==> src/rtl/pbkdf2_pkg.sv <==
// Shared definitions for the PBKDF2 controller and its datapath:
// controller state encodings and chaining-value select codes.
package pbkdf2_pkg;

    typedef enum logic [2:0] {
        ST_IDLE     = 3'd0,
        ST_STORE_IO = 3'd1,
        ST_IHASH    = 3'd2,
        ST_ISTORE   = 3'd3,
        ST_OHASH    = 3'd4,
        ST_OSTORE   = 3'd5,
        ST_DONE     = 3'd6
    } pbkdf2_state_e;

    localparam logic [1:0] SEL_IXOR = 2'd0;
    localparam logic [1:0] SEL_MEM0 = 2'd1;
    localparam logic [1:0] SEL_OXOR = 2'd2;

endpackage

==> src/rtl/pbkdf2_n_ct.sv <==
// PBKDF2 control FSM: sequences N_IBLK inner-hash blocks plus one outer hash
// per derived block, for N_OUT derived blocks, steering an external SHA-256 core.
module pbkdf2_n_ct
    import pbkdf2_pkg::*;
#(
    parameter int N_IBLK = 3,
    parameter int N_OUT  = 1,
    localparam int IW    = (N_IBLK > 1) ? $clog2(N_IBLK) : 1,
    localparam int OW    = (N_OUT > 1) ? $clog2(N_OUT) : 1
) (
    input  logic          clk,
    input  logic          reset_n,
    input  logic          init,
    input  logic          abort,
    input  logic          sha256_digest_valid,
    output logic          sha256_init,
    output logic [1:0]    sel_prev_hash,
    output logic          sel_outer,
    output logic [IW-1:0] blk_idx,
    output logic [OW-1:0] out_idx,
    output logic          store_i_o_hash,
    output logic          update_mem_0,
    output logic          store_out,
    output logic          busy,
    output logic          valid
);

    localparam logic [IW-1:0] BLK_LAST = IW'(N_IBLK - 1);
    localparam logic [OW-1:0] OUT_LAST = OW'(N_OUT - 1);

    pbkdf2_state_e   state_q, state_d;
    logic [IW-1:0]   blk_cnt_q, blk_cnt_d;
    logic [OW-1:0]   out_cnt_q, out_cnt_d;

    always_ff @(posedge clk or negedge reset_n) begin
        if (!reset_n) begin
            state_q   <= ST_IDLE;
            blk_cnt_q <= '0;
            out_cnt_q <= '0;
        end else begin
            state_q   <= state_d;
            blk_cnt_q <= blk_cnt_d;
            out_cnt_q <= out_cnt_d;
        end
    end

    always_comb begin
        state_d   = state_q;
        blk_cnt_d = blk_cnt_q;
        out_cnt_d = out_cnt_q;
        if (abort) begin
            state_d   = ST_IDLE;
            blk_cnt_d = '0;
            out_cnt_d = '0;
        end else begin
            case (state_q)
                ST_IDLE: begin
                    if (init) begin
                        state_d   = ST_STORE_IO;
                        blk_cnt_d = '0;
                        out_cnt_d = '0;
                    end
                end
                ST_STORE_IO: state_d = ST_IHASH;
                ST_IHASH: begin
                    if (sha256_digest_valid) state_d = ST_ISTORE;
                end
                ST_ISTORE: begin
                    if (blk_cnt_q == BLK_LAST) begin
                        blk_cnt_d = '0;
                        state_d   = ST_OHASH;
                    end else begin
                        blk_cnt_d = blk_cnt_q + IW'(1);
                        state_d   = ST_IHASH;
                    end
                end
                ST_OHASH: begin
                    if (sha256_digest_valid) state_d = ST_OSTORE;
                end
                ST_OSTORE: begin
                    if (out_cnt_q == OUT_LAST) begin
                        state_d = ST_DONE;
                    end else begin
                        out_cnt_d = out_cnt_q + OW'(1);
                        blk_cnt_d = '0;
                        state_d   = ST_IHASH;
                    end
                end
                ST_DONE: begin
                    if (!init) state_d = ST_IDLE;
                end
                default: begin
                    state_d   = ST_IDLE;
                    blk_cnt_d = '0;
                    out_cnt_d = '0;
                end
            endcase
        end
    end

    // Store states already present the following hash's mux selection so the
    // datapath has a full cycle to settle before the SHA core starts.
    always_comb begin
        sha256_init    = 1'b0;
        sel_prev_hash  = SEL_IXOR;
        sel_outer      = 1'b0;
        blk_idx        = '0;
        out_idx        = '0;
        store_i_o_hash = 1'b0;
        update_mem_0   = 1'b0;
        store_out      = 1'b0;
        busy           = 1'b0;
        valid          = 1'b0;
        case (state_q)
            ST_STORE_IO: begin
                store_i_o_hash = 1'b1;
                busy           = 1'b1;
            end
            ST_IHASH: begin
                sha256_init   = 1'b1;
                sel_prev_hash = (blk_cnt_q == '0) ? SEL_IXOR : SEL_MEM0;
                blk_idx       = blk_cnt_q;
                out_idx       = out_cnt_q;
                busy          = 1'b1;
            end
            ST_ISTORE: begin
                update_mem_0 = 1'b1;
                blk_idx      = blk_cnt_q;
                out_idx      = out_cnt_q;
                busy         = 1'b1;
                if (blk_cnt_q == BLK_LAST) begin
                    sel_prev_hash = SEL_OXOR;
                    sel_outer     = 1'b1;
                end else begin
                    sel_prev_hash = SEL_MEM0;
                end
            end
            ST_OHASH: begin
                sha256_init   = 1'b1;
                sel_prev_hash = SEL_OXOR;
                sel_outer     = 1'b1;
                blk_idx       = blk_cnt_q;
                out_idx       = out_cnt_q;
                busy          = 1'b1;
            end
            ST_OSTORE: begin
                store_out = 1'b1;
                blk_idx   = blk_cnt_q;
                out_idx   = out_cnt_q;
                busy      = 1'b1;
            end
            ST_DONE: valid = 1'b1;
            default: ;
        endcase
    end

endmodule

==> config.mk <==
export PLATFORM = sky130hd
export DESIGN_NAME = pbkdf2_n_ct
export DESIGN_NICKNAME = d
export VERILOG_FILES = /design/src/rtl/pbkdf2_pkg.sv /design/src/rtl/pbkdf2_n_ct.sv
export SDC_FILE = /design/constraint.sdc
export NUM_CORES = 1
export LEC_CHECK = 0
export ABC_CLOCK_PERIOD_IN_PS = 1500
export CAP_MARGIN = 10
export CORE_AREA = 8 8 45 47
export CTS_BUF_LIST = sky130_fd_sc_hd__clkbuf_2 sky130_fd_sc_hd__clkbuf_4 sky130_fd_sc_hd__clkbuf_8
export CTS_CLUSTER_DIAMETER = 50
export DETAILED_ROUTE_END_ITERATION = 8
export DIE_AREA = 0 0 53 55
export MAX_ROUTING_LAYER = met4
export PLACE_DENSITY_LB_ADDON = 0.25
export SLEW_MARGIN = 5
export SYNTH_ARGS = -nofsm -noshare
export SYNTH_HDL_FRONTEND = slang
export SYNTH_SLANG_ARGS = --single-unit
export TNS_END_PERCENT = 20
==> constraint.sdc <==
create_clock -name clk -period 1.5 [get_ports clk]
set_input_delay 0.15 -clock clk [delete_from_list [all_inputs] [get_ports clk]]
set_output_delay 0.15 -clock clk [all_outputs]
set_load 0.005 [all_outputs]
==> qor.txt, run 1 <==
====================================================================================
Diodes inserted                                                                    0
RSZ-0062 raised after global routing                                            true
Signed area change from the synthesized netlist to the final layout            62.7%
Total count of hold-check failures in the final report                             0
Count of unresolved DRC violations after routing                                   0
Gate Count Post-Synth                                                             51
Final number of max-transition violations                                          0
Combinational share of power                                                   35.0%
Slowest cell delay on critical path                                           490 ps
Die Footprint                                                              2920 um^2
Final worst path period share                                                   107%
Clock slew seen by the registers of the worst setup and hold paths             40 ps
CTS Root Cell                                                           sky130_fd_sc_hd__clkbuf_4
Net count after synthesis                                                         56
Share of synthesized registers carrying an async set or reset                   100%
# setup viols final                                                                1
Final setup skew                                                             1.03 ps
Avg Cell Area, Syn                                                         8.49 um^2
Post-synthesis instance area                                                433 um^2
Vias in the first global route                                                   464
Power density cells                                                      714 nW/um^2
WL per Instance                                                              11.5 um
Total grt overflow                                                                 0
Final worst-path setup slack                                                 -109 ps
Pint                                                                        0.366 mW
Post-synthesis sequential area ratio                                           28.9%
Number of top-level pins                                                          17
Core occupancy in the finished layout                                          50.9%
Switching power                                                             0.137 mW
Leakage power                                                               0.370 nW
Initial core utilization                                                       31.3%
Total number of vias                                                             446
Gate family responsible for the most delay along the worst path         buffers and inverters
Slowest cell on the critical path                                       sky130_fd_sc_hd__clkdlybuf4s50_1
Area of the placeable core                                                 1380 um^2
Detail Route Antenna Nets                                                          0
Worst Setup Path Type                                                   flip-flop to output port
Number of iterations in the first detailed-routing pass                            2
Highest fanout seen on the critical path                                           6
Synth Flop Type                                                         sky130_fd_sc_hd__dfrtp_1
Number of standard-cell rows in the floorplan                                     14
Total wire length after detailed routing                                     1.07 mm
Clock tree from TritonCTS                                                      built
Arrival time of the worst setup path                                         1460 ps
Final period demand of the worst path                                        1610 ps
Placer's final routability congestion estimate                                 0.802
Cell chain of the critical path                                         inv_1 -> and3_1 -> clkdlybuf4s50_1
Count of maximum capacitance violations                                            0
Wire length of the first global-routing pass                                 1.88 mm
Post-synthesis cell type count                                                    26
Share of the synthesized area in the top cell type                             28.9%
Share of total power consumed by net switching                                 27.2%
Violations in the final reports                                         setup timing
Clock latency on the worst-skew pair                                          230 ps
Warning count from the yosys run                                                   0
Detailed-placement wirelength estimate                                        882 um
Number of antenna violations at the first check in global routing                  0
Flop pwr share                                                                 32.1%
Maximum number of pins on one net before global-route repair                      10
Post-synthesis cell type with the largest combined area                 sky130_fd_sc_hd__dfrtp_1
Element type at the critical path end                                    output port
Total design power                                                          0.503 mW
Global-route total usage across every layer                                    8.82%
Clock share of power                                                           32.9%
Port buffer count                                                                 15
F_max                                                                        622 MHz
Worst setup SP type                                                        flip-flop
Register bit count reported by yosys                                               5
Count of buffering cells on the critical path with inverters included              2
Num CTS Buffers                                                                    3
Most frequent cell after synthesis                                      sky130_fd_sc_hd__a21oi_1
Critical Path RT                                                             1350 ps
Die width                                                                      53 um
Number of DRC markers in iteration 0                                               5
Via density                                                                     4.80
Y dimension of the die                                                         55 um
Share of layout cells above drive strength 1                                   36.4%
Clock H-tree levels                                                                1
Top post-synthesis cells by area                                        sky130_fd_sc_hd__dfrtp_1 29%, sky130_fd_sc_hd__a21oi_1 9.2%, sky130_fd_sc_hd__nand2b_1 5.8%
Nets                                                                              83
Maximum vdd drop                                                              511 uV
Class of the worst hold path                                            input port to asynchronous set/reset pin
Worst slack at placement                                                    -46.2 ps
Sum of negative setup slack                                                  -109 ps
Largest buffer count on any clock path                                             2
Synth cell count leaders                                                8 x sky130_fd_sc_hd__a21oi_1, 5 x sky130_fd_sc_hd__dfrtp_1, 4 x sky130_fd_sc_hd__nand2b_1, 4 x sky130_fd_sc_hd__nor3_1
Outcome                                                                 complete, but fails checks
Number of filler instances in the final layout                                   135
Clock sink total                                                                   5
Count of flip-flops with a built-in enable after synthesis                         0
====================================================================================
-- kinds of logic after synthesis --
group | Yosys count | share of synthesized area (%)
compound gates | 17 | 26.6
xor+xnor | 1 | 2.02
buf+inv | 9 | 13.0
flops | 5 | 28.9
mux | 1 | 2.31
other cells | 1 | 0.866
simple gates | 17 | 26.3
-- final cells by class --
cell class / instances / area, um^2 / share of cell area [%]
Inverter: 3 / 11.3 / 1.60
Timing Repair Buffer: 28 / 245 / 34.8
Tap cell: 16 / 20.0 / 2.84
Clock buffer: 4 / 30.0 / 4.26
Sequential cell: 5 / 126 / 17.9
Multi-Input combinational cell: 37 / 272 / 38.5
-- worst paths after layout --
kind	start	endpoint	slack, ps	cells past startpoint
worst max-delay path	state_q[1]	store_out	-110	3
worst min-delay path	reset_n	state_q[0]	130	1
worst max register to register	state_q[1]	blk_cnt_q[0]	200	4
worst min register to register	blk_cnt_q[0]	blk_cnt_q[0]	630	2
max in group asynchronous	reset_n	state_q[1]	1180	1
min in group clk	abort	state_q[2]	590	2
-- worst register-to-register path, delay by kind of cell (launching register included) --
family                 cells  cell delay (ps)
buffers and inverters      1              150
flip-flops                 1              440
AND/OR/NAND/NOR            2              430
AO/OA/AOI/OAI              1              150
-- through the flow --
step                      cells  instance area, um^2  hold WS (ps)
after global placement       88                  648           385
after floorplan              51                  433          -146
after CTS                    93                  687           121
final                        93                  704           126
after detailed placement     88                  648           378
after global routing         93                  704           112
-- power groups by stage --
stage / Clock (mW) / Combinational, mW / Sequential (mW)
CTS: 0.177 / 0.175 / 0.158
detailed placement: 0 / 0.172 / 0.161
global route: 0.193 / 0.195 / 0.163
finish: 0.166 / 0.176 / 0.161
global placement: 0 / 0.171 / 0.161
floorplan: 0 / 0.0990 / 0.152
-- cell usage in the layout, fill, tap and decap left out, drive strengths merged, types with 2 or more instances in the layout --
cell            n
a21oi           8
and3b           2
buf            14
clkbuf          6
clkdlybuf4s50   5
dfrtp           5
dlygate4sd2     4
dlymetal6s2s    3
inv             3
nand2b          4
nor3            4
nor3b           2
o21ai           3
o311a           2
-- layer usage --
metal / global-route usage (%) / share of wire, % / vias to the layer above
li1: - / - / 234
met1: 8.29 / 45 / 202
met2: 15.2 / 52 / 8
met3: 2.41 / 2.5 / 2
met4: 6.47 / 0.56 / 0
met5: - / 0 / -
-- flip-flops by register name (all words and copies together) (netlist names) --
| register | flops |
|---|---|
| state_q | 3 |
| blk_cnt_q | 2 |
-- timing repair --
item	in CTS	in global routing
pin swaps	0	0
setup buffers	1	0
endpoints found under the hold margin	0	0
gates resized for setup	11	12
hold buffers	0	0
setup endpoints to repair	11	8
(Power assumes the default switching activity.)
==> run 2, diff against run 1 <==
- PLACE_DENSITY: not set -> 0.66
- PLACE_DENSITY_LB_ADDON: 0.25 -> not set
==> run 2 against run 1 <==
The run now ends clean. Worst setup slack improved by 160 ps. Hold slack improved by 2.6 ps. Core utilization unchanged. Highest routed layer is now met3. First-iteration DRC count decreased by 60%. Clock power about the same. Final area unchanged. Global-route usage decreased by 0.24 points. Sequential cell count unchanged. Die area unchanged. Register-to-register slack got worse by 30 ps.
==> qor.txt, run 2 (synthesis results as in run 1) <==
==================================================================================
Count of unresolved DRC violations after routing                                 0   unchanged
Clock sink total                                                                 5   unchanged
Clock latency on the worst-skew pair                                        240 ps   about the same
Number of standard-cell rows in the floorplan                                   14   unchanged
Number of filler instances in the final layout                                 144   +6.7%
Number of DRC markers in iteration 0                                             2   -3
RSZ-0062 raised after global routing                                          true
# setup viols final                                                              0   -1
Critical Path RT                                                           1350 ps   about the same
Total count of hold-check failures in the final report                           0   unchanged
Maximum number of pins on one net before global-route repair                    10   unchanged
Global-route total usage across every layer                                  8.58%   -0.24 points
Leakage power                                                             0.374 nW   +1.3%
Number of antenna violations at the first check in global routing                0   unchanged
Die width                                                                    53 um   unchanged
Area of the placeable core                                               1380 um^2   unchanged
Largest buffer count on any clock path                                           2   unchanged
Wire length of the first global-routing pass                               1.85 mm   -1.4%
Placer's final routability congestion estimate                               0.808   +0.81%
Total grt overflow                                                               0   unchanged
Outcome                                                               finished, final reports clean
Y dimension of the die                                                       55 um   unchanged
Launching instance or port of the critical path                         state_q[1]
Total number of vias                                                           449   +0.67%
Setup slack of the worst register-to-register path                          170 ps   -30 ps
Detailed-placement wirelength estimate                                      895 um   +1.5%
Maximum vdd drop                                                            402 uV   -21%
Nets                                                                            83   unchanged
Power density cells                                                    718 nW/um^2   +0.56%
Signed area change from the synthesized netlist to the final layout          62.7%   unchanged
Crit Reg-Reg Startpoint                                                 state_q[2]
Core occupancy in the finished layout                                        50.9%   unchanged
CTS Root Cell                                                         sky130_fd_sc_hd__clkbuf_4
Count of maximum capacitance violations                                          0   unchanged
Num CTS Buffers                                                                  3   unchanged
Total wire length after detailed routing                                   1.16 mm   +8.6%
Final worst path period share                                                96.8%   -10 points
Registers with the most flip-flops                                    state_q x3, blk_cnt_q x2
Diodes inserted                                                                  0   unchanged
Class of the worst hold path                                          input port to asynchronous set/reset pin
Number of iterations in the first detailed-routing pass                          3   +1
Clock H-tree levels                                                              1   unchanged
Combined area of the multi-input logic cells                              272 um^2   unchanged
Flip-flop and latch area                                                  126 um^2   unchanged
Clock tree from TritonCTS                                                    built
Final setup skew                                                          0.848 ps   -0.184 ps
Die Footprint                                                            2920 um^2   unchanged
Element type at the critical path end                                  output port
Final number of max-transition violations                                        0   unchanged
Worst Setup Path Type                                                 flip-flop to output port
Total of hold buffers inserted after clock tree synthesis                        0   unchanged
Capture instance of the worst register-to-register path               blk_cnt_q[1]
Top reg by flops                                                           state_q
Number of top-level pins                                                        17   unchanged
Worst setup SP type                                                      flip-flop
WL per Instance                                                            12.5 um   +8.6%
Arrival time of the worst setup path                                       1300 ps   -160 ps
Share of layout cells above drive strength 1                                 37.7%   +1.3 points
Top library cells by usage in the layout, fill and taps aside         10 x sky130_fd_sc_hd__buf_4, 8 x sky130_fd_sc_hd__a21oi_1, 5 x sky130_fd_sc_hd__dlygate4sd2_1
Reg2Reg Depth                                                                    4   unchanged
Commonest non-fill, non-tap cell in the layout                        sky130_fd_sc_hd__buf_4
Sum of negative setup slack                                                   0 ps   +109 ps
Port buffer count                                                               15   unchanged
Final period demand of the worst path                                      1450 ps   -157 ps
Detail Route Antenna Nets                                                        0   unchanged
Vias in the first global route                                                 453   -2.4%
Max reg flops                                                                    3   unchanged
Highest fanout seen on the critical path                                         5   -1
Via density                                                                   4.83   +0.67%
Clock slew seen by the registers of the worst setup and hold paths           40 ps   about the same
Initial core utilization                                                     31.3%   unchanged
F_max                                                                      688 MHz   +11%
==================================================================================
-- run 2: worst max-delay path, cell delays in order (launching register included) --
cell and delay [ps]:
sky130_fd_sc_hd__dfrtp_2 440, sky130_fd_sc_hd__buf_6 140, sky130_fd_sc_hd__and3b_2 200, sky130_fd_sc_hd__nand3_2 90, sky130_fd_sc_hd__o21ai_0 80, sky130_fd_sc_hd__clkbuf_2 120
-- run 2: metrics by stage --
stage,hold WS (ps),instance area [um^2],power (mW),instances,worst slack (ps)
2_1_floorplan,-146,433,0.251,51,303
3_3_place_gp,384,633,0.320,86,-16.2
3_5_place_dp,386,633,0.323,86,-52.9
4_1_cts,125,683,0.503,92,-241
5_1_grt,128,704,0.551,93,-17.1
6_report,129,704,0.506,93,47.5
-- run 2: final cells by class --
cell class	instances	share of cell area, %
clock buffer	4	4.26
sequential	5	17.9
multi-input combinational	37	38.5
inverter	3	1.60
timing repair buffer	28	34.8
tap	16	2.84
-- run 2: how the worst max path moves through the flow --
stage                            end  cells after the start
floorplan               blk_cnt_q[0]                      4
global placement    sel_prev_hash[1]                      4
detailed placement        blk_idx[1]                      3
CTS                       blk_idx[1]                      3
global route               sel_outer                      5
finish                     sel_outer                      5
-- run 2: power breakdown --
part,leakage [nW],internal (mW),total (mW),switching [mW]
clock,0.0184,0.118,0.168,0.0497
combinational,0.290,0.0997,0.176,0.0766
sequential,0.0660,0.146,0.161,0.0151
-- run 2: repair_timing --
action                                 4_1_cts  5_1_grt
endpoints found under the hold margin        0        0
gates cloned                                 0        0
pin swaps                                    1        0
gates resized for setup                     14       15
setup endpoints to repair                   11        8
buffers inserted                             2        1
-- run 2: routing by layer --
| metal | track usage, % | vias to the layer above | part of all wire (%) |
|---|---|---|---|
| met3 | 1.87 | 0 | 3.8 |
| met5 | - | - | 0 |
| met1 | 8.58 | 207 | 45 |
| met4 | 5.17 | 0 | 0 |
| li1 | - | 232 | - |
| met2 | 15.0 | 10 | 51 |
==> run 3, diff against run 2 <==
- ABC_CLOCK_PERIOD_IN_PS: 1500 -> 1600
- CTS_BUF_LIST: sky130_fd_sc_hd__clkbuf_2 sky130_fd_sc_hd__clkbuf_4 sky130_fd_sc_hd__clkbuf_8 -> not set
- PLACE_DENSITY: 0.66 -> 0.69
- clock period: 1.5 -> 1.6 ns (I/O delays scaled with it)
==> run 3 against run 2 <==
Critical path type unchanged. Largest power group unchanged. Non-clock buffer count fell by 5. Sequential share of layout area is 1.3 points higher. Sequential cell count unchanged. Die area is the same. Register-to-register slack gained 70 ps. Clock skew is 1.7 ps higher. Hold slack better by 5.1 ps. Critical path depth shrank 2. The flow now finishes with violations (setup timing). Final area down 5.7%.
==> qor.txt, run 3 (synthesis results as in run 1) <==
==================================================================================
Outcome                                                               complete, but fails checks
Violations in the final reports                                       setup timing
Worst setup SP type                                                      flip-flop
Number of DRC markers in iteration 0                                            11   +9
Detailed-placement wirelength estimate                                      863 um   -3.7%
Combinational share of power                                                 34.5%   -0.4 points
Diodes inserted                                                                  0   unchanged
Placer's final routability congestion estimate                               0.853   +5.6%
Total grt overflow                                                               0   unchanged
Pint                                                                      0.317 mW   -13%
Detail Route Antenna Nets                                                        0   unchanged
Worst slack at placement                                                   34.0 ps   +86.9 ps
Switching power                                                           0.130 mW   -8.0%
WL per Instance                                                            12.8 um   +2.8%
Vias in the first global route                                                 444   -2.0%
Signed area change from the synthesized netlist to the final layout          53.5%
Number of antenna violations at the first check in global routing                0   unchanged
Clock sink total                                                                 5   unchanged
Power density cells                                                    672 nW/um^2   -6.4%
Final setup skew                                                           2.56 ps   +1.71 ps
Registers with the most flip-flops                                    state_q x3, blk_cnt_q x2
Total count of hold-check failures in the final report                           0   unchanged
Die width                                                                    53 um   unchanged
Clock H-tree levels                                                              1   unchanged
Die Footprint                                                            2920 um^2   unchanged
Commonest non-fill, non-tap cell in the layout                        sky130_fd_sc_hd__buf_4
RSZ-0062 raised after global routing                                          true
Y dimension of the die                                                       55 um   unchanged
Instance count after placement with tap cells included                          82   -4.7%
F_max                                                                      617 MHz
Arrival time of the worst setup path                                       1460 ps   +160 ps
Number of top-level pins                                                        17   unchanged
Final worst-path setup slack                                              -19.9 ps   -67.4 ps
Port buffer count                                                               15   unchanged
Share of layout cells above drive strength 1                                 27.8%   -9.9 points
Total of hold buffers inserted after clock tree synthesis                        0   unchanged
Clock slew seen by the registers of the worst setup and hold paths           40 ps   about the same
Num CTS Buffers                                                                  3   unchanged
Top library cells by usage in the layout, fill and taps aside         8 x sky130_fd_sc_hd__buf_4, 7 x sky130_fd_sc_hd__a21oi_1, 7 x sky130_fd_sc_hd__dlygate4sd2_1
Clock tree from TritonCTS                                                    built
Via density                                                                   5.20   +7.8%
CTS Root Cell                                                         sky130_fd_sc_hd__clkbuf_4
Critical Path RT                                                           1440 ps   +90 ps
Total design power                                                        0.447 mW   -12%
Launching instance or port of the critical path                         state_q[2]
Total wire length after detailed routing                                   1.13 mm   -2.8%
Count of unresolved DRC violations after routing                                 0   unchanged
Post-route non-filler standard cell count                                       88   -5.4%
Largest buffer count on any clock path                                           2   unchanged
Final number of max-transition violations                                        0   unchanged
Nets                                                                            78   -6.0%
Leakage power                                                             0.344 nW   -8.2%
Count of maximum capacitance violations                                          0   unchanged
Share of total power consumed by net switching                               29.1%   +1.2 points
Wire length of the first global-routing pass                               1.70 mm   -8.2%
Crit Reg-Reg Startpoint                                                 state_q[2]
Top reg by flops                                                           state_q
Element type at the critical path end                                  output port
Global-route total usage across every layer                                  7.91%   -0.67 points
Core occupancy in the finished layout                                        48.0%   -2.9 points
Max reg flops                                                                    3   unchanged
Flop pwr share                                                               34.0%   +2.1 points
Number of standard-cell rows in the floorplan                                   14   unchanged
Number of iterations in the first detailed-routing pass                          4   +1
Clock share of power                                                         31.5%   -1.7 points
Highest fanout seen on the critical path                                         8   +3
Area of the placeable core                                               1380 um^2   unchanged
Number of filler instances in the final layout                                 149   +3.5%
Flip-flop and latch area                                                  128 um^2   +0.99%
Initial core utilization                                                     31.3%   unchanged
Maximum vdd drop                                                            400 uV   -0.58%
Class of the worst hold path                                          input port to asynchronous set/reset pin
Combined area of the multi-input logic cells                              270 um^2   -0.46%
Total number of vias                                                           458   +2.0%
Worst Setup Path Type                                                 flip-flop to output port
# setup viols final                                                              1   +1
Clock latency on the worst-skew pair                                        240 ps   about the same
Final worst path period share                                                 101%
Maximum number of pins on one net before global-route repair                    12   +2
Final period demand of the worst path                                      1620 ps
==================================================================================
==> run 3: changes by cell type in the layout (fill, tap and decap cells not counted), moves of 2 or more <==
cell	delta
sky130_fd_sc_hd__dlygate4sd2_1	+2
sky130_fd_sc_hd__clkbuf_2	-2
sky130_fd_sc_hd__buf_4	-2
sky130_fd_sc_hd__buf_6	-3
==> run 3: final cells by class <==
cell class                 instances  area share, %
multi-input combinational         37           40.7
sequential                         5           19.2
clock buffer                       4           3.95
timing repair buffer              23           31.5
tap                               16           3.01
inverter                           3           1.69
==> run 3: layer usage <==
metal	up-vias	part of all wire [%]	GRT usage (%)	routed length [um]
met2	12	52	14.1	584
met1	224	42	7.53	471
met5	-	0	-	0
met4	0	1.9	6.47	21
met3	2	4.4	1.07	50
li1	220	-	-	-
==> run 3: final timing paths <==
kind | endpoint | slack [ps] | cells past startpoint
setup / recovery | store_out | -20 | 3
hold / removal | blk_cnt_q[1] | 130 | 1
setup reg to reg | blk_cnt_q[0] | 240 | 4
hold reg to reg | blk_cnt_q[0] | 630 | 2
max in group asynchronous | state_q[1] | 1270 | 1
min in group clk | state_q[2] | 600 | 2
==> run 3: power by group through the flow <==
stage	Sequential (mW)	Combinational, mW	Clock, mW
final	0.152	0.154	0.141
after global routing	0.154	0.169	0.153
after CTS	0.151	0.138	0.150
after detailed placement	0.152	0.145	0
after global placement	0.152	0.144	0
after floorplan	0.143	0.0928	0
==> run 3: what timing repair did <==
action	CTS	global route
setup endpoints to repair	10	4
buffers inserted	0	2
pin swaps	0	0
gates resized for setup	9	8
==> run 3: critical path, stage by stage, from the launching register on <==
cell and delay [ps]:
sky130_fd_sc_hd__dfrtp_2 410, sky130_fd_sc_hd__buf_4 170, sky130_fd_sc_hd__and3_1 140, sky130_fd_sc_hd__clkdlybuf4s50_1 500
==> run 3: per-stage QoR <==
step                      hold WS, ps  setup TNS, ps  instance area (um^2)
final                             134          -19.9                   664
after CTS                         132           -354                   624
after floorplan                  -136              0                   433
after detailed placement          392              0                   603
after global placement            387              0                   603
after global routing              152           -105                   664
==> RTL change: new RTL, config.mk and constraints of run 2 <==
Set the parameter `N_OUT` to 2 (it was 1).
--- a/src/rtl/pbkdf2_n_ct.sv
+++ b/src/rtl/pbkdf2_n_ct.sv
@@ -6,3 +6,3 @@
     parameter int N_IBLK = 3,
-    parameter int N_OUT  = 1,
+    parameter int N_OUT  = 2,
     localparam int IW    = (N_IBLK > 1) ? $clog2(N_IBLK) : 1,
Check against the original RTL: same outputs for any inputs over 10 cycles, from zero or initial values and one cycle with reset_n low; that may be too few to reach the edited logic, so the function may still have changed.
==> RTL change against run 2 <==
- the flow now finishes with violations (negative setup slack)
- worst setup slack lost 0.18 ns
- count of clock-buffer cells in the layout shrank 1
- critical path depth grew 1
- wire length grew 48%
- critical path type unchanged
- area after synthesis grew 21%
- critical endpoint unchanged
- core utilization grew 16 points
- worst hold slack gained 0.020 ns
- total power grew 9.9%
- final area grew 32%
- combinational power grew 35%
- sequential cell count grew 1
==> RTL change: results (changes against run 2) <==
Timing
  • Final setup fails: 4 (+4)
  • Setup TNS: -0.229 ns (-0.229 ns)
  • Fin worst setup slack: -0.131 ns (-0.179 ns)
  • Min Hold Slack: 0.149 ns (+0.0197 ns)
  • Worst Skew: 0.00176 ns (+0.000907 ns)

Logic synthesis
  • Synthesized instance count: 66 (+29%)
  • Post-synthesis cell type count: 28 (+7.7%)
  • Post-synth top cells: 9 x nor2_1, 6 x dfrtp_1, 6 x nand2_1
  • Post-synth net total: 72 (+29%)
  • Post-synthesis adder-cell area fraction: 2.40% (+2.4 points)
  • Synth Area in Compound Gates: 17.3% (-9.3 points)
  • Post-synthesis mux area share: 3.84% (+1.5 points)
  • Top post-synthesis cells by area: dfrtp_1 29%, nor2_1 6.5%, nand2b_1 4.8%, nor3_1 4.8%, buf_6 4.3%
  • Sequential-to-total area share from yosys stat: 28.8% (-0.12 points)
  • Most frequent cell after synthesis: nor2_1
  • Synth Area in XOR/XNOR: 3.36% (+1.3 points)

Power and ir drop
  • Worst vdd ir: 0.493 mV (+23%)
  • Leak: 0.465 nW (+24%)

Critical path
  • Worst r2r dst: state_q[2]
  • R2r setup slk: -0.06 ns (-0.23 ns)
  • Crit-path max FO: 4 (-1)
  • CP arrival: 1.48 ns (+0.18 ns)

Clock tree
  • Post-CTS Repair Setup Buffers: 4 (+2)
  • Resize count post-CTS: 25 (+11)

Cells and area
  • Multi-input logic area: 379 sq um (+40%)
  • Filler cell count: 124 (-14%)
  • Share of layout cells above drive strength 1: 50.5% (+13 points)
  • Top Registers: state_q x3, blk_cnt_q x2, out_cnt_q x1
  • Layout Cells excl Fill: 123 (+32%)

Global route
  • Vias in the first global route: 575 (+27%)
  • Total GRT Usage: 10.9% (+2.3 points)
  • Largest net degree at the start of global routing: 15 (+5)
  • First-pass GRT wire length: 2.29 mm (+24%)

Placed design
  • Placed instance count: 112 (+30%)
  • I/O Buffers: 16 (+1)
  • Post-detail-place hpwl: 1.13 mm (+27%)
  • Dpl ws: -0.111 ns (-0.0580 ns)

Outcome
  • Outcome: complete, but fails checks
  • Violated checks: negative setup slack

Drt
  • Routed wire length: 1.71 mm (+48%)
  • TritonRoute pass-1 iters: 4 (+1)
RTL change: cell count changes after synthesis, sizes merged, moves of 3 or more:
cell / before / now
nor2: 1 / 10
a21oi: 8 / 3
nand2: 0 / 6
and2: 0 / 3
RTL change: logic make-up after synthesis:
family | after synthesis
XOR/XNOR | 2
buffers and inverters | 8
multiplexers | 2
AO/OA/AOI/OAI | 13
AND/OR/NAND/NOR | 34
adder cells (fa/ha/maj) | 1
flip-flops | 6
RTL change: cell type report:
cell class | instances | area share [%]
Multi-Input combinational cell | 52 | 40.9
Timing Repair Buffer | 42 | 36.3
Sequential cell | 6 | 16.6
Clock buffer | 3 | 2.43
Tap cell | 16 | 2.16
Inverter | 4 | 1.62
RTL change: worst max path at each step:
stage / startpoint / to / depth (start not counted)
after floorplan: state_q[1] / state_q[1] / 5
after global placement: state_q[2] / sel_outer / 4
after detailed placement: state_q[2] / sel_outer / 4
after CTS: state_q[1] / valid / 5
after global routing: state_q[2] / sel_outer / 6
final: state_q[2] / sel_outer / 6
RTL change: power by group through the flow:
stage | combinational (mW) | clock (mW) | sequential [mW]
after floorplan | 0.0984 | 0 | 0.178
after global placement | 0.196 | 0 | 0.182
after detailed placement | 0.198 | 0 | 0.183
after CTS | 0.202 | 0.152 | 0.182
after global routing | 0.256 | 0.152 | 0.180
final | 0.237 | 0.140 | 0.179
RTL change: critical path, stage by stage, from the launching register on:
cell and delay, ns:
dfrtp_2 0.42, nand3b_1 0.18, buf_4 0.15, nor3b_4 0.17
buf_4 0.14, a21o_1 0.07, buf_2 0.10
RTL change: metal layers:
layer	GRT usage (%)	vias up	part of all wire, %
met5	-	-	0
met4	8.19	0	1.9
met3	1.07	4	5.0
met2	18.9	19	54
met1	11.1	293	39
li1	-	309	-
